[config.mk]
export PLATFORM = sky130hd
export DESIGN_NAME = linear_layer_start_token_fifo
export DESIGN_NICKNAME = d
export VERILOG_FILES = /design/src/rtl/linear_layer_fifo_pkg.sv /design/src/rtl/linear_layer_start_token_fifo_srl.sv /design/src/rtl/linear_layer_start_token_fifo.sv
export SDC_FILE = /design/constraint.sdc
export NUM_CORES = 1
export LEC_CHECK = 0
export BUFFER_PORTS_ARGS = -buffer_cell sky130_fd_sc_hd__buf_2
export CAP_MARGIN = 15
export CORE_ASPECT_RATIO = 0.8
export CORE_MARGIN = 8
export CORE_UTILIZATION = 25
export CTS_BUF_LIST = sky130_fd_sc_hd__clkbuf_16
export DETAILED_ROUTE_END_ITERATION = 6
export GPL_ROUTABILITY_DRIVEN = 0
export SLEW_MARGIN = 10
export SYNTH_ARGS = -nofsm -noshare
export SYNTH_HDL_FRONTEND = slang
export SYNTH_SLANG_ARGS = --single-unit
[constraint.sdc]
create_clock -name clk -period 3.5 [get_ports clk]
set_input_delay 0.525 -clock clk [delete_from_list [all_inputs] [get_ports clk]]
set_output_delay 0.525 -clock clk [all_outputs]
set_load 0.1 [all_outputs]
[src/rtl/linear_layer_fifo_pkg.sv]
// Shared definitions for the linear-layer token FIFOs.
//   PTR_EMPTY     : head-pointer value meaning "no tokens" (all ones, i.e. -1)
//   ptr_width()   : width of the signed head pointer and of the occupancy count
//   flag_state_e  : controller state, one-to-one with the full/empty flag pair
package linear_layer_fifo_pkg;

    localparam int PTR_EMPTY = -1;

    // One extra bit over the SRL address so the pointer can sit at -1 and
    // the count can reach DEPTH when DEPTH == 2**ADDR_WIDTH.
    function automatic int ptr_width(input int addr_width);
        return addr_width + 1;
    endfunction

    typedef enum logic [1:0] {
        ST_EMPTY   = 2'd0,
        ST_PARTIAL = 2'd1,
        ST_FULL    = 2'd2
    } flag_state_e;

endpackage

[src/rtl/linear_layer_start_token_fifo_srl.sv]
// Unreset shift-register storage for the start-token FIFO.
//   clk  : clock, storage shifts on the rising edge
//   we   : shift enable; entry[0] <= din, entry[i+1] <= entry[i]
//   addr : entry index presented on dout (the controller's head pointer)
//   din  : token shifted in
//   dout : entry[addr], combinational
module linear_layer_start_token_fifo_srl #(
    parameter int DATA_WIDTH = 1,
    parameter int ADDR_WIDTH = 3,
    parameter int DEPTH      = 8
) (
    input  logic                  clk,
    input  logic                  we,
    input  logic [ADDR_WIDTH-1:0] addr,
    input  logic [DATA_WIDTH-1:0] din,
    output logic [DATA_WIDTH-1:0] dout
);

    logic [DATA_WIDTH-1:0] mem [DEPTH];

    always_ff @(posedge clk) begin
        if (we) begin
            mem[0] <= din;
            for (int i = 0; i < DEPTH - 1; i++) begin
                mem[i+1] <= mem[i];
            end
        end
    end

    // When empty the pointer's low bits are all ones, which can fall outside
    // a DEPTH smaller than 2**ADDR_WIDTH; the output is don't-care then.
    always_comb begin
        dout = '0;
        if (int'(addr) < DEPTH) begin
            dout = mem[addr];
        end
    end

endmodule

[src/rtl/linear_layer_start_token_fifo.sv]
// Start-token FIFO between two dataflow processes of the i4xi4 linear layer.
// The producer pushes one token per launched task, the consumer pops one per
// started task. Storage is an unreset SRL; pointer, flags and count reset
// asynchronously.
//   clk, reset_n                 : clock, asynchronous active-low reset
//   if_full_n                    : 1 = space available (registered)
//   if_write_ce, if_write, if_din: producer enable, push request, token
//   if_empty_n                   : 1 = token available (registered)
//   if_read_ce, if_read          : consumer enable, pop request
//   if_dout                      : head token, valid only while if_empty_n=1
//   if_num_data                  : registered occupancy, 0..DEPTH
//   dbg_state                    : controller state (EMPTY/PARTIAL/FULL)
// Handshake: a push happens when if_write & if_write_ce & if_full_n, a pop
// when if_read & if_read_ce & if_empty_n; requests against the wrong flag are
// dropped with no side effect.
module linear_layer_start_token_fifo
    import linear_layer_fifo_pkg::*;
#(
    parameter int DATA_WIDTH = 1,
    parameter int ADDR_WIDTH = 3,
    parameter int DEPTH      = 8
) (
    input  logic                  clk,
    input  logic                  reset_n,
    output logic                  if_full_n,
    input  logic                  if_write_ce,
    input  logic                  if_write,
    input  logic [DATA_WIDTH-1:0] if_din,
    output logic                  if_empty_n,
    input  logic                  if_read_ce,
    input  logic                  if_read,
    output logic [DATA_WIDTH-1:0] if_dout,
    output logic [ADDR_WIDTH:0]   if_num_data,
    output flag_state_e           dbg_state
);

    localparam int PW = ptr_width(ADDR_WIDTH);

    logic signed [PW-1:0] ptr_q, ptr_d;
    logic [PW-1:0]        cnt_q, cnt_d;
    flag_state_e          state_q, state_d;
    logic                 push, pop;

    // Flags decode straight from the state register, so there is no
    // combinational path from the request inputs to either flag.
    assign if_full_n   = (state_q != ST_FULL);
    assign if_empty_n  = (state_q != ST_EMPTY);
    assign if_num_data = cnt_q;
    assign dbg_state   = state_q;

    assign push = if_write & if_write_ce & if_full_n;
    assign pop  = if_read  & if_read_ce  & if_empty_n;

    always_ff @(posedge clk or negedge reset_n) begin
        if (!reset_n) begin
            ptr_q   <= PW'(PTR_EMPTY);
            cnt_q   <= '0;
            state_q <= ST_EMPTY;
        end else begin
            ptr_q   <= ptr_d;
            cnt_q   <= cnt_d;
            state_q <= state_d;
        end
    end

    // Simultaneous push and pop leaves pointer, count and state alone: the
    // shift moves the next-oldest token under the unchanged pointer.
    always_comb begin
        ptr_d   = ptr_q;
        cnt_d   = cnt_q;
        state_d = state_q;
        case ({push, pop})
            2'b10: begin
                ptr_d   = ptr_q + PW'(1);
                cnt_d   = cnt_q + PW'(1);
                state_d = (ptr_q == PW'(DEPTH - 2)) ? ST_FULL : ST_PARTIAL;
            end
            2'b01: begin
                ptr_d   = ptr_q - PW'(1);
                cnt_d   = cnt_q - PW'(1);
                state_d = (ptr_q == '0) ? ST_EMPTY : ST_PARTIAL;
            end
            default: ;
        endcase
    end

    linear_layer_start_token_fifo_srl #(
        .DATA_WIDTH (DATA_WIDTH),
        .ADDR_WIDTH (ADDR_WIDTH),
        .DEPTH      (DEPTH)
    ) u_srl (
        .clk  (clk),
        .we   (push),
        .addr (ptr_q[ADDR_WIDTH-1:0]),
        .din  (if_din),
        .dout (if_dout)
    );

endmodule

==> qor.yml <==
synthesis:
  yosysTopAreaCell: "edfxtp_1"
  synthAdderAreaFrac: 0.05348
  postSynthCellCount: 73
  synth_xor_area_frac: 0.09358
  synth_top_area_share: 0.2567
  synth.distinct_cells: 28
  synth_seq_cells: 18
  yosys.area_share.simple: 0.1324
  seq_area_frac_synth: 0.5294
  synth_compound_area_frac: 0.06150
  synth.avg_cell_area_um2: 12.82
  syn-cell-area_um2: 935.9
  muxShareOfSynthArea: 0.08422
  yosys-top-cells-area: "edfxtp_1 (26%), dfrtp_1 (16%), dfstp_2 (11%)"
  syn_nets: 84
  yosys_warnings: 0
  synth_top_family_by_area: "simple AND/OR/NAND/NOR gates"
setup_path:
  worstSetupStartpoint: "ptr_q[0]"
  worstPathArrival_ps: 1980
  cp_data_required_time_ps: 2970
  cp-start-kind: "register"
  crit_fanout: 9
  critPathKind: "register to primary output"
  cp-end-kind: "primary output"
  timing.rr.start: "dbg_state[1]"
clock_network:
  hold_buffers: 0
  cts_tree: "built"
  cts_resized: 0
  clockRootBuffer: "clkbuf_16"
  cts_buffers: 3
  cts.clk_slew.worst_paths_ps: 50
  htreeDepth: 1
  clock_path_buffers: 2
  cts_num_sinks: 18
  post_cts_buffers: 0
  worstSkewPairLatency_ps: 250
cells_and_area:
  drive_gt1_frac: 0.3333
  final_cell_mix: "buf_2 (15), xor2_1 (8), edfxtp_1 (8)"
  fin_nets: 99
  syn_to_final_growth_pct: 18.58
  post-route-util: 0.2997
  multi_input_area_um2: 397.9
  regArea_um2: 495.5
  final_common_cell: "buf_2"
  n_antenna_cell: 0
  nFillCells: 377
route:
  first_pass_iters: 3
  routed_wl_mm: 1.752
  drt_iter0_markers: 36
  vias: 599
  ant_nets: 0
  vias_per_cell: 4.573
  drc: 0
  wl_per_cell_um: 13.37
die:
  coreArea_mm2: 0.003704
  dieArea_mm2: 0.005970
  die_x_um: 84.41
  initial_core_util: 0.2527
  ioPinCount: 16
  fp.dieH_um: 70.73
  num_rows: 20
sta:
  fmax_ghz: 0.3996
  setup_viol: 0
  tns_ps: 0
  slew_viol_final: 0
  period_minus_slack_ps: 2503
  finalCritPeriodShare: 0.7151
  slew_headroom: 0.6750
  rsz0062_at_grt: "no"
  hold_viol_final: 0
  fin_skew_ps: 2.486
  worstMarginPinSlew_ps: 490.8
outcome:
  outcome: "finished, final reports clean"
global_route:
  grt_pass1_wl_mm: 3.098
  grt.total_usage: 0.06641
  grt_max_degree: 13
  grt_pass1_vias: 636
  grt_antenna_before_repair: 0
  grt_overflow: 0
worst_hold_path:
  min_path_type: "input pin to asynchronous set/reset pin"
placed_design:
  io_buffers: 15
  dp_hpwl_mm: 1.275
run:
  maxCapViolCount: 0
-- synth_stat cells --
cell type and number:
nand3b_1 3, a21oi_1 3, buf_4 2, buf_1 1
ha_1 4, xnor2_1 2, buf_2 1, or2_2 1
dfstp_2 4, nand2_1 3, o21ai_0 3, nand4_1 2
buf_6 1, nand3_1 1, nor2_1 3, xor2_1 8
and3_1 1, mux4_2 2, a31oi_1 2, dfrtp_1 6
or3b_1 1, or4_1 1, nand2b_1 2, a2111oi_2 1
inv_1 2, edfxtp_1 8, mux2_2 3, nor4bb_1 2
-- per-layer routing --
metal	global-route usage	share of wire
met1	0.07294	0.44
met2	0.09860	0.45
met3	0.03241	0.078
met4	0.04724	0.032
met5	0	0
-- metrics by stage --
stage	setup slack [ps]	std cells	instance area (um2)	hold slack, ps
final	997.3	131	1110	125.2
after global routing	943.7	131	1110	141.3
after CTS	985.3	131	1110	134.7
after detailed placement	1251	127	1031	403.9
after global placement	1292	127	1031	399.1
after floorplan	91.99	73	935.9	229.4
-- critical path, cell delays in order (launching register included) --
cell,delay [ps]
dfstp_2,650
mux4_2,520
mux2_2,260
buf_2,290
-- path summary, 6_finish.rpt --
| path | end | slack [ps] | depth (start not counted) |
|---|---|---|---|
| min reg2reg | u_srl.mem[5] | 450 | 0 |
| min in group clk | u_srl.mem[5] | 450 | 0 |
| max | if_dout | 1000 | 3 |
| max in group asynchronous | ptr_q[0] | 3110 | 1 |
| min | dbg_state[1] | 130 | 1 |
| max reg2reg | if_num_data[2] | 1260 | 9 |
-- layout make-up --
class	count	area share
repair buffers	15	0.06764
flip-flops and latches	18	0.4465
clock buffers	3	0.06764
clock inverters	1	0.003382
inverters	2	0.006764
multi-input cells	48	0.3585
well taps	44	0.04961
-- flip-flops by register name (all words and copies together), names as in the netlist --
signal	cells
u_srl.mem	8
if_num_data	4
ptr_q	4
dbg_state	2
-- logic make-up (layout without fill, tap and decap cells) --
kind of cell	count (synthesis)	count (layout)
buffers and inverters	7	21
multiplexers	5	5
XOR/XNOR	10	10
AND/OR/NAND/NOR	20	20
flip-flops	18	18
adder cells (fa/ha/maj)	4	4
AO/OA/AOI/OAI	9	9
Power is left out: the tool's default activity adds up to more than one toggle a clock period on the data nets, which glitch-free logic cannot reach.
